## src/rtl/pc_pkg.sv

```systemverilog
// Core-wide constants shared by fetch, decode and branch logic.
package pc_pkg;

  localparam int unsigned     XLEN         = 32;
  localparam int unsigned     INSTR_BYTES  = 4;
  localparam logic [XLEN-1:0] RESET_VECTOR = 32'h0000_0000;

endpackage : pc_pkg

```

## src/rtl/pc_if.sv

```systemverilog
// Fetch-address bus driven by the program counter toward instruction memory.
interface pc_if;
  import pc_pkg::*;

  logic [XLEN-1:0] o_pc;

  modport master (output o_pc);
  modport slave  (input  o_pc);

endinterface : pc_if

```

## src/rtl/pc.sv

```systemverilog
// Free-running RV32 program counter: loads the reset vector under reset,
// then advances by one instruction per clock.
module pc
  import pc_pkg::*;
#(
  parameter logic [XLEN-1:0] RESET_ADDR = RESET_VECTOR,
  parameter logic [XLEN-1:0] PC_STEP    = XLEN'(INSTR_BYTES)
) (
  input  logic i_clk,
  input  logic i_nrst,
  pc_if.master fetch
);

  logic [XLEN-1:0] pc_q;
  logic [XLEN-1:0] pc_next_c;

  // Carry-out is dropped on purpose: wrapping past the top of memory is legal.
  assign pc_next_c = pc_q + PC_STEP;

  always_ff @(posedge i_clk or negedge i_nrst) begin
    if (!i_nrst) begin
      pc_q <= RESET_ADDR;
    end else begin
      pc_q <= pc_next_c;
    end
  end

  assign fetch.o_pc = pc_q;

endmodule : pc

```

## src/flat_wrapper.sv

```systemverilog
// flat-port wrapper written by rule: the top's interface ports become plain ports
module pc_flat import pc_pkg::*;
#(
  parameter logic [XLEN-1:0] RESET_ADDR = RESET_VECTOR,
  parameter logic [XLEN-1:0] PC_STEP    = XLEN'(INSTR_BYTES)
)
  (i_clk, i_nrst, fetch_o_pc);
  pc_if fetch_i ();
  input  logic i_clk;
  input  logic i_nrst;
  output wire logic [$bits(fetch_i.o_pc)-1:0] fetch_o_pc;
  assign fetch_o_pc = fetch_i.o_pc;
  pc #(.RESET_ADDR(RESET_ADDR), .PC_STEP(PC_STEP)) u_core (.i_clk(i_clk), .i_nrst(i_nrst), .fetch(fetch_i));
endmodule
```

## config.mk

```make
export PLATFORM = sky130hd
export DESIGN_NAME = pc_flat
export DESIGN_NICKNAME = d
export VERILOG_FILES = /design/src/rtl/pc_pkg.sv /design/src/rtl/pc_if.sv /design/src/rtl/pc.sv /design/src/flat_wrapper.sv
export SDC_FILE = /design/constraint.sdc
export NUM_CORES = 1
export LEC_CHECK = 0
export CORE_ASPECT_RATIO = 0.7
export CORE_MARGIN = 3
export CORE_UTILIZATION = 48
export DETAILED_ROUTE_END_ITERATION = 8
export PLACE_DENSITY = 0.89
export SLEW_MARGIN = 20
export SYNTH_ARGS = -nofsm -noshare
export SYNTH_HDL_FRONTEND = slang
export SYNTH_SLANG_ARGS = --single-unit
```

## constraint.sdc

```tcl
create_clock -name i_clk -period 1.9 [get_ports i_clk]
set_clock_uncertainty 0.2 [all_clocks]
set_input_delay 0.38 -clock i_clk [delete_from_list [all_inputs] [get_ports i_clk]]
set_output_delay 0.38 -clock i_clk [all_outputs]
set_load 0.03 [all_outputs]
```

# --- Yosys cells after proc, flatten, opt, wreduce, memory -nomap -nowiden ---
# Cells that the tools add are included.
totals:
  regBits: 32
  latch_bits: 0
  mem_bits_rw: 0
  romBits: 0
  input_bits: 2
  output_inout_bits: 32
  elab_cells: 2
  mem_count: 0
op_classes:
  n_addsub: 1
  multipliers: 0
  div_mod_pow: 0
  n_lt_le_gt_ge: 0
  n_eq_ne: 0
  shift: 0
  n_mux: 0
  bitwise: 0
  reduce_logical: 0
ops:
  columns: ["operator", "count"]
  rows:
  - ["$add 32x3->32 const B", 1]

# --- Depth between registers and ports, before layout ---
# Gate-level depths: netlist of the first run.
logic_depth:
  ltp_word: 1
  mapped_depth: 5
  depth_no_buf: 5

# --- Least setup slack after synthesis of the first run ---
# No wires, ideal clock.
synth_path:
  kind: "register -> register"
  from: "register u_core.pc_q[2], in the netlist u_core.fetch.o_pc[2]"
  to: "register u_core.pc_q[30], in the netlist u_core.fetch.o_pc[30]"
  setup_ps: 133
  arrival_ps: 1635
  required_time_ps: 1567
  slack_ps: -68
  path_stages_with_launch: 6
  n_path_buf: 0
  period_less_slack_ps: 1968
  cell_sequence: "dfrtp_1 -> ha_1 -> nand3_1 -> nor4_4 -> nand4_1 -> xnor2_1"
synth_between:
  elab_chain_cells: 1
synth_lines:
  columns: ["element", "line", "source"]
  rows:
  - ["from (decl)", "pc.sv:14", "logic [XLEN-1:0] pc_q;"]
  - ["from (signal assigned)", "pc.sv:24", "pc_q <= pc_next_c;"]
  - ["$add 32x3->32", "pc.sv:18", "assign pc_next_c = pc_q + PC_STEP;"]
  - ["net u_core.pc_next_c[30]", "pc.sv:15", "logic [XLEN-1:0] pc_next_c;"]
# The timed path passes the listed nets, and every way through them passes these cells.

# --- Worst setup path after layout of the first run ---
# Same ends and word-level chain as after synthesis.

==> run metrics, run 1 <==
share of cells above drive strength 1 between 10% and 20%; Post-DRT Antenna Nets 0; CP bufs+invs 1; fin crit share between 90% and 100%; cts hold-fix bufs 0; worst-path maximum fanout 8; Worst-path clk slew approximately 0.060 ns; Routed WL 2770 um; WL/cell 14.6 um; Area contributors post-synth dfrtp_1, xnor2_1, xor2_1; residual DRC count 0; Synth Area in Simple Gates 23.9%; post-synthesis async set-or-reset flop share 100%; Worst path max stage delay 0.40 ns; Critical Path RT 1.87 ns; sequential fraction of the synthesis area approximately 55%; gr ovfl total 0; Worst Setup SP u_core.fetch.o_pc[2]$_DFF_PN0_; endpoints failing hold 0; max reg flops 30; row count 15; Leak between 0.9 and 1 nW; antenna cells 0; Reg area 753 sq um; Min Hold Slack 0.275 ns; routed vias/inst 5.18; pin count of the biggest net entering global routing 31; Cells after Synth 113; Synth Register Bits 30; Synth top area share a little under three fifths; Root Buffer clkbuf_8; area occupied by multi-input gates slightly above 600 sq um; EDFF count, synth 0; top_reg_cell synth dfrtp_1; DRT iter0 DRCs 44; status finished clean; latest clock arrival within the worst-skew pair around 0.28 ns; TritonCTS clock tree yes; Worst setup EP type register; die area 3530 sq um; top-level I/O count 34; Arrival @ worst endpoint 1.78 ns; CTS max path bufs 2; Max-Cap Viols 0; first-pass GRT wire length 4780 um; top cells by count, synth dfrtp_1, xnor2_1, nand2_1, nand3_1, xor2_1; startpoint types register; CP cell instances ha_1 > nand3_4 > nor4_4 > buf_4 > nand4_1 > xnor2_1; drt first pass iters 4; CTS Buf Count 5; Placed Cells 180; gr usage total between 10% and 20%; critical path class register to register; leading area contributor after synthesis dfrtp_1; Final GP Congestion 0.818; Die Width 69.7 um; dominant cell by count in the synthesized netlist dfrtp_1; power after layout 0.00114 W; Worst R2R Start u_core.fetch.o_pc[2]$_DFF_PN0_; fillers 190; initial core utilization about 53%; Worst VDD drop ~0.48 mV; largest delay contributor family on the critical path simple AND/OR/NAND/NOR gates; min-delay src u_core.fetch.o_pc[2]$_DFF_PN0_; yosys warns 0; DR vias 984; Slowest cell on crit path dfrtp_2; Final Setup Violations 0; IO Port Bufs 31; final cell count without fillers 190; H-tree levels 2; PwrDens 632 nW/um^2; Mapped Area between 1000 and 1500 sq um; Final Core Density 69.8%; clk sinks 30; Final nets 158; post-synthesis xor/xnor area fraction between 15 and 20%; post-synthesis area per instance 12.1 sq um; Distinct cells, synth 20; Core ar. 2590 sq um; largest family of logic cells by synthesized area simple AND/OR/NAND/NOR gates; Min Clock Period, post-route between 1.5 and 2 ns; Syn-to-layout area delta 32.5%; mux cell area share after synthesis 0%; antenna violations before repair 0; area share of fa/ha/maj cells after synthesis 0.917%; vias in the first global route 960; chip height 50.6 um; Synth Area in Compound Gates 0%; HPWL Detailed 1940 um; Final Max Slew Viols 0; hold crit path type register to register; Peak Freq 0.552 GHz
[cell type report]
type	instances	area share [%]
timing repair buffer	36	17.4
sequential	30	41.7
clock buffer	6	4.02
tap	34	2.35
clock inverter	2	0.554
multi-input combinational	79	33.4
inverter	3	0.623
[logic make-up after synthesis]
group | count (synthesis)
adders and majority gates | 1
other | 1
buffers and inverters | 5
DFF | 30
and+or+nand+nor | 48
xor gates and xnor gates | 28
[where the power goes]
group	switching [W]	internal, W	leakage [nW]
Sequential	0	0.000639	0.403
Clock	0.000229	0.000253	0.0450
Combinational	0.0000173	0.00000315	0.548
Total	0.000246	0.000895	0.996
[routing by layer]
layer	part of all wire (%)	vias up	global-route usage [%]
li1	-	466	-
met1	46	486	22.1
met2	47	25	28.8
met3	5.0	7	6.00
met4	2.1	0	8.60
met5	0	-	0
[stage by stage]
step | setup slack, ns | setup TNS [ns] | cell area (sq um)
after floorplan | 0.0253 | 0 | 1380
after global placement | 0.107 | 0 | 1740
after detailed placement | 0.0758 | 0 | 1740
after CTS | 0.00458 | 0 | 1780
after global routing | -0.00305 | -0.00305 | 1810
final | 0.0890 | 0 | 1810
[cells in the final DEF (no fill, tap or decap), types with 2 or more instances in the layout]
cell / count
dlygate4sd2_1: 29
clkinv_2: 2
xor2_1: 9
nand3_4: 2
nor4_4: 3
xnor2_1: 19
conb_1: 2
nand4_1: 6
nand2_1: 10
clkbuf_8: 5
dfrtp_2: 2
buf_4: 5
and3_1: 4
nor2_1: 6
nand3_1: 9
nor3_1: 3
dfrtp_1: 28
inv_1: 3
[path summary, 6_finish.rpt]
path | to | slack, ns | cells after the start
hold / removal | u_core.fetch.o_pc[2]$_DFF_PN0_ | 0.28 | 1
max in group asynchronous | u_core.fetch.o_pc[2]$_DFF_PN0_ | 0.90 | 2
hold reg to reg | u_core.fetch.o_pc[2]$_DFF_PN0_ | 0.28 | 1
min in group asynchronous | u_core.fetch.o_pc[15]$_DFF_PN0_ | 0.30 | 2
setup reg to reg | u_core.fetch.o_pc[30]$_DFF_PN0_ | 0.09 | 6
setup / recovery | u_core.fetch.o_pc[30]$_DFF_PN0_ | 0.09 | 6
[timing repair]
item                                    in CTS  in global routing
resized for setup                           29                  2
pin swaps                                    0                  1
buffers inserted                             0                  2
endpoints found under the setup margin      29                  9
(Power assumes the default switching activity.)
==> inputs of run 2 (changes only) <==
Clock period 1.9 ns to 1.8 ns, I/O delays scaled along.
==> run 2 against run 1 <==
Sequential share of layout area shrank 0.46 points. Wire length grew 5.7%. Final cell count grew 1.6%. Register-to-register slack lost 0.03 ns. Global-route usage grew 1.2 points. Critical path depth is the same. Critical endpoint is now u_core.fetch.o_pc[25]$_DFF_PN0_.
==> run metrics, run 2 (same netlist as run 1, synthesis figures left out) <==
Min Clock Period, post-route 1.74 ns; die area 3530 sq um; first-pass GRT wire length between 5000 and 6000 um; hold crit path type input pin to async pin; final cell count without fillers slightly below 200; Place WS 0.0592 ns; endpoints failing hold 0; clk sinks 30; latest clock arrival within the worst-skew pair around 0.28 ns; DRT iter0 DRCs 71; sequential share of power about 56%; Setup TNS Final 0 ns; routed vias/inst just over 5; most frequent cells in the layout dlygate4sd2_1, dfrtp_1, xnor2_1; startpoint types register; gr ovfl total 0; Max-Cap Viols 0; GR peak layer met2; DR vias 996; flop2flop setup slack 0.06 ns; Final GP Congestion about 0.78; row count 15; Post-DRT Antenna Nets 0; Final Max Slew Viols 0; top-level I/O count 34; gr usage total 19.2%; fin crit share 96.9%; IO Port Bufs 31; Root Buffer clkbuf_8; Sw Pwr 0.000254 W; Arrival @ worst endpoint between 1.5 and 2 ns; Worst setup EP type register; pin count of the biggest net entering global routing 31; Peak Freq 0.573 GHz; antenna violations before repair 0; status finished clean; Final Core Density between 70% and 80%; Syn-to-layout area delta 35.5%; vias in the first global route 1,061; drt first pass iters 5; Placed Cells between 150 and 200; antenna cells 0; chip height 50.6 um; met2 usage 30.5%; share of cells above drive strength 1 19.5%; Worst VDD drop around 0.53 mV; HPWL Detailed around 2100 um; critical path class register to register; switching share of power 21.1%; TritonCTS clock tree yes; initial core utilization 52.7%; WL/cell 15.2 um; H-tree levels 2; CTS Buf Count 5; Routed WL 2930 um; cts hold-fix bufs 0; commonest non-fill, non-tap cell in the layout dlygate4sd2_1; Leak 0.986 nW; grt met1 use 24.7%; Final Setup Violations 0; met3 global-route usage under 10%; Worst Slack Setup Final 0.0552 ns; combinational share of power 1.8%; Pint 0.000952 W; Core ar. 2590 sq um; Final nets about 160; worst-path maximum fanout 7; Worst-path clk slew about 0.060 ns; residual DRC count 0; PwrDens 652 nW/um^2; Critical Path RT 1.76 ns; CTS max path bufs 2; Die Width 69.7 um; max reg flops 30; clock share of power 42.3%; Min Hold Slack 0.282 ns
run 2: changes by cell type in the layout (fill, tap and decap cells not counted), moves of 2 or more:
cell,previous run,this run
clkinv_2,2,0
buf_4,5,7
dfrtp_1,28,21
dfrtp_2,2,9
clkbuf_1,1,3
run 2: area by class of cell:
type | count | area (sq um)
inverters | 3 | 11.3
clock buffers | 8 | 80.1
multi-input cells | 79 | 616
flip-flops and latches | 30 | 762
repair buffers | 39 | 337
fillers | 194 | 742
well taps | 34 | 42.5
run 2: timing repair:
action | 4_1_cts | 5_1_grt
hold endpoints to repair | 0 | 0
gates resized for setup | 30 | 3
buffers inserted | 0 | 2
setup endpoints to repair | 30 | 11
pin swaps | 0 | 3
run 2: per-layer routing:
| metal | part of all wire, % | vias up |
|---|---|---|
| met3 | 6.5 | 3 |
| met5 | 0 | - |
| met4 | 0.92 | 0 |
| met2 | 49 | 29 |
| li1 | - | 469 |
| met1 | 44 | 495 |
run 2: metrics by stage:
stage / total power [W] / area [sq um]
6_report: 0.00121 / 1850
5_1_grt: 0.00126 / 1850
4_1_cts: 0.00122 / 1830
3_5_place_dp: 0.000709 / 1780
3_3_place_gp: 0.000709 / 1780
2_1_floorplan: 0.000696 / 1400
run 2: path summary, 6_finish.rpt:
check                           cells after the start                         endpoint                            start
max in group asynchronous                           2   u_core.fetch.o_pc[3]$_DFF_PN0_                           i_nrst
worst min-delay path                                2  u_core.fetch.o_pc[29]$_DFF_PN0_                           i_nrst
worst max register to register                      6  u_core.fetch.o_pc[25]$_DFF_PN0_  u_core.fetch.o_pc[10]$_DFF_PN0_
min in group i_clk                                  1  u_core.fetch.o_pc[31]$_DFF_PN0_  u_core.fetch.o_pc[31]$_DFF_PN0_
worst min register to register                      1  u_core.fetch.o_pc[31]$_DFF_PN0_  u_core.fetch.o_pc[31]$_DFF_PN0_
worst max-delay path                                6  u_core.fetch.o_pc[25]$_DFF_PN0_  u_core.fetch.o_pc[10]$_DFF_PN0_
run 2: power groups by stage:
stage                logic [W]  registers (W)  clock network [W]
global route         0.0000246       0.000674           0.000560
global placement     0.0000219       0.000687                  0
CTS                  0.0000225       0.000674           0.000521
finish               0.0000216       0.000674           0.000510
detailed placement   0.0000224       0.000687                  0
floorplan           0.00000877       0.000687                  0
run 2: critical path: stages, from the launching register on:
cell	delay, ns
dfrtp_1	0.34
buf_4	0.14
nand4_4	0.17
nor4_4	0.31
buf_4	0.19
nand4_1	0.12
xnor2_1	0.15
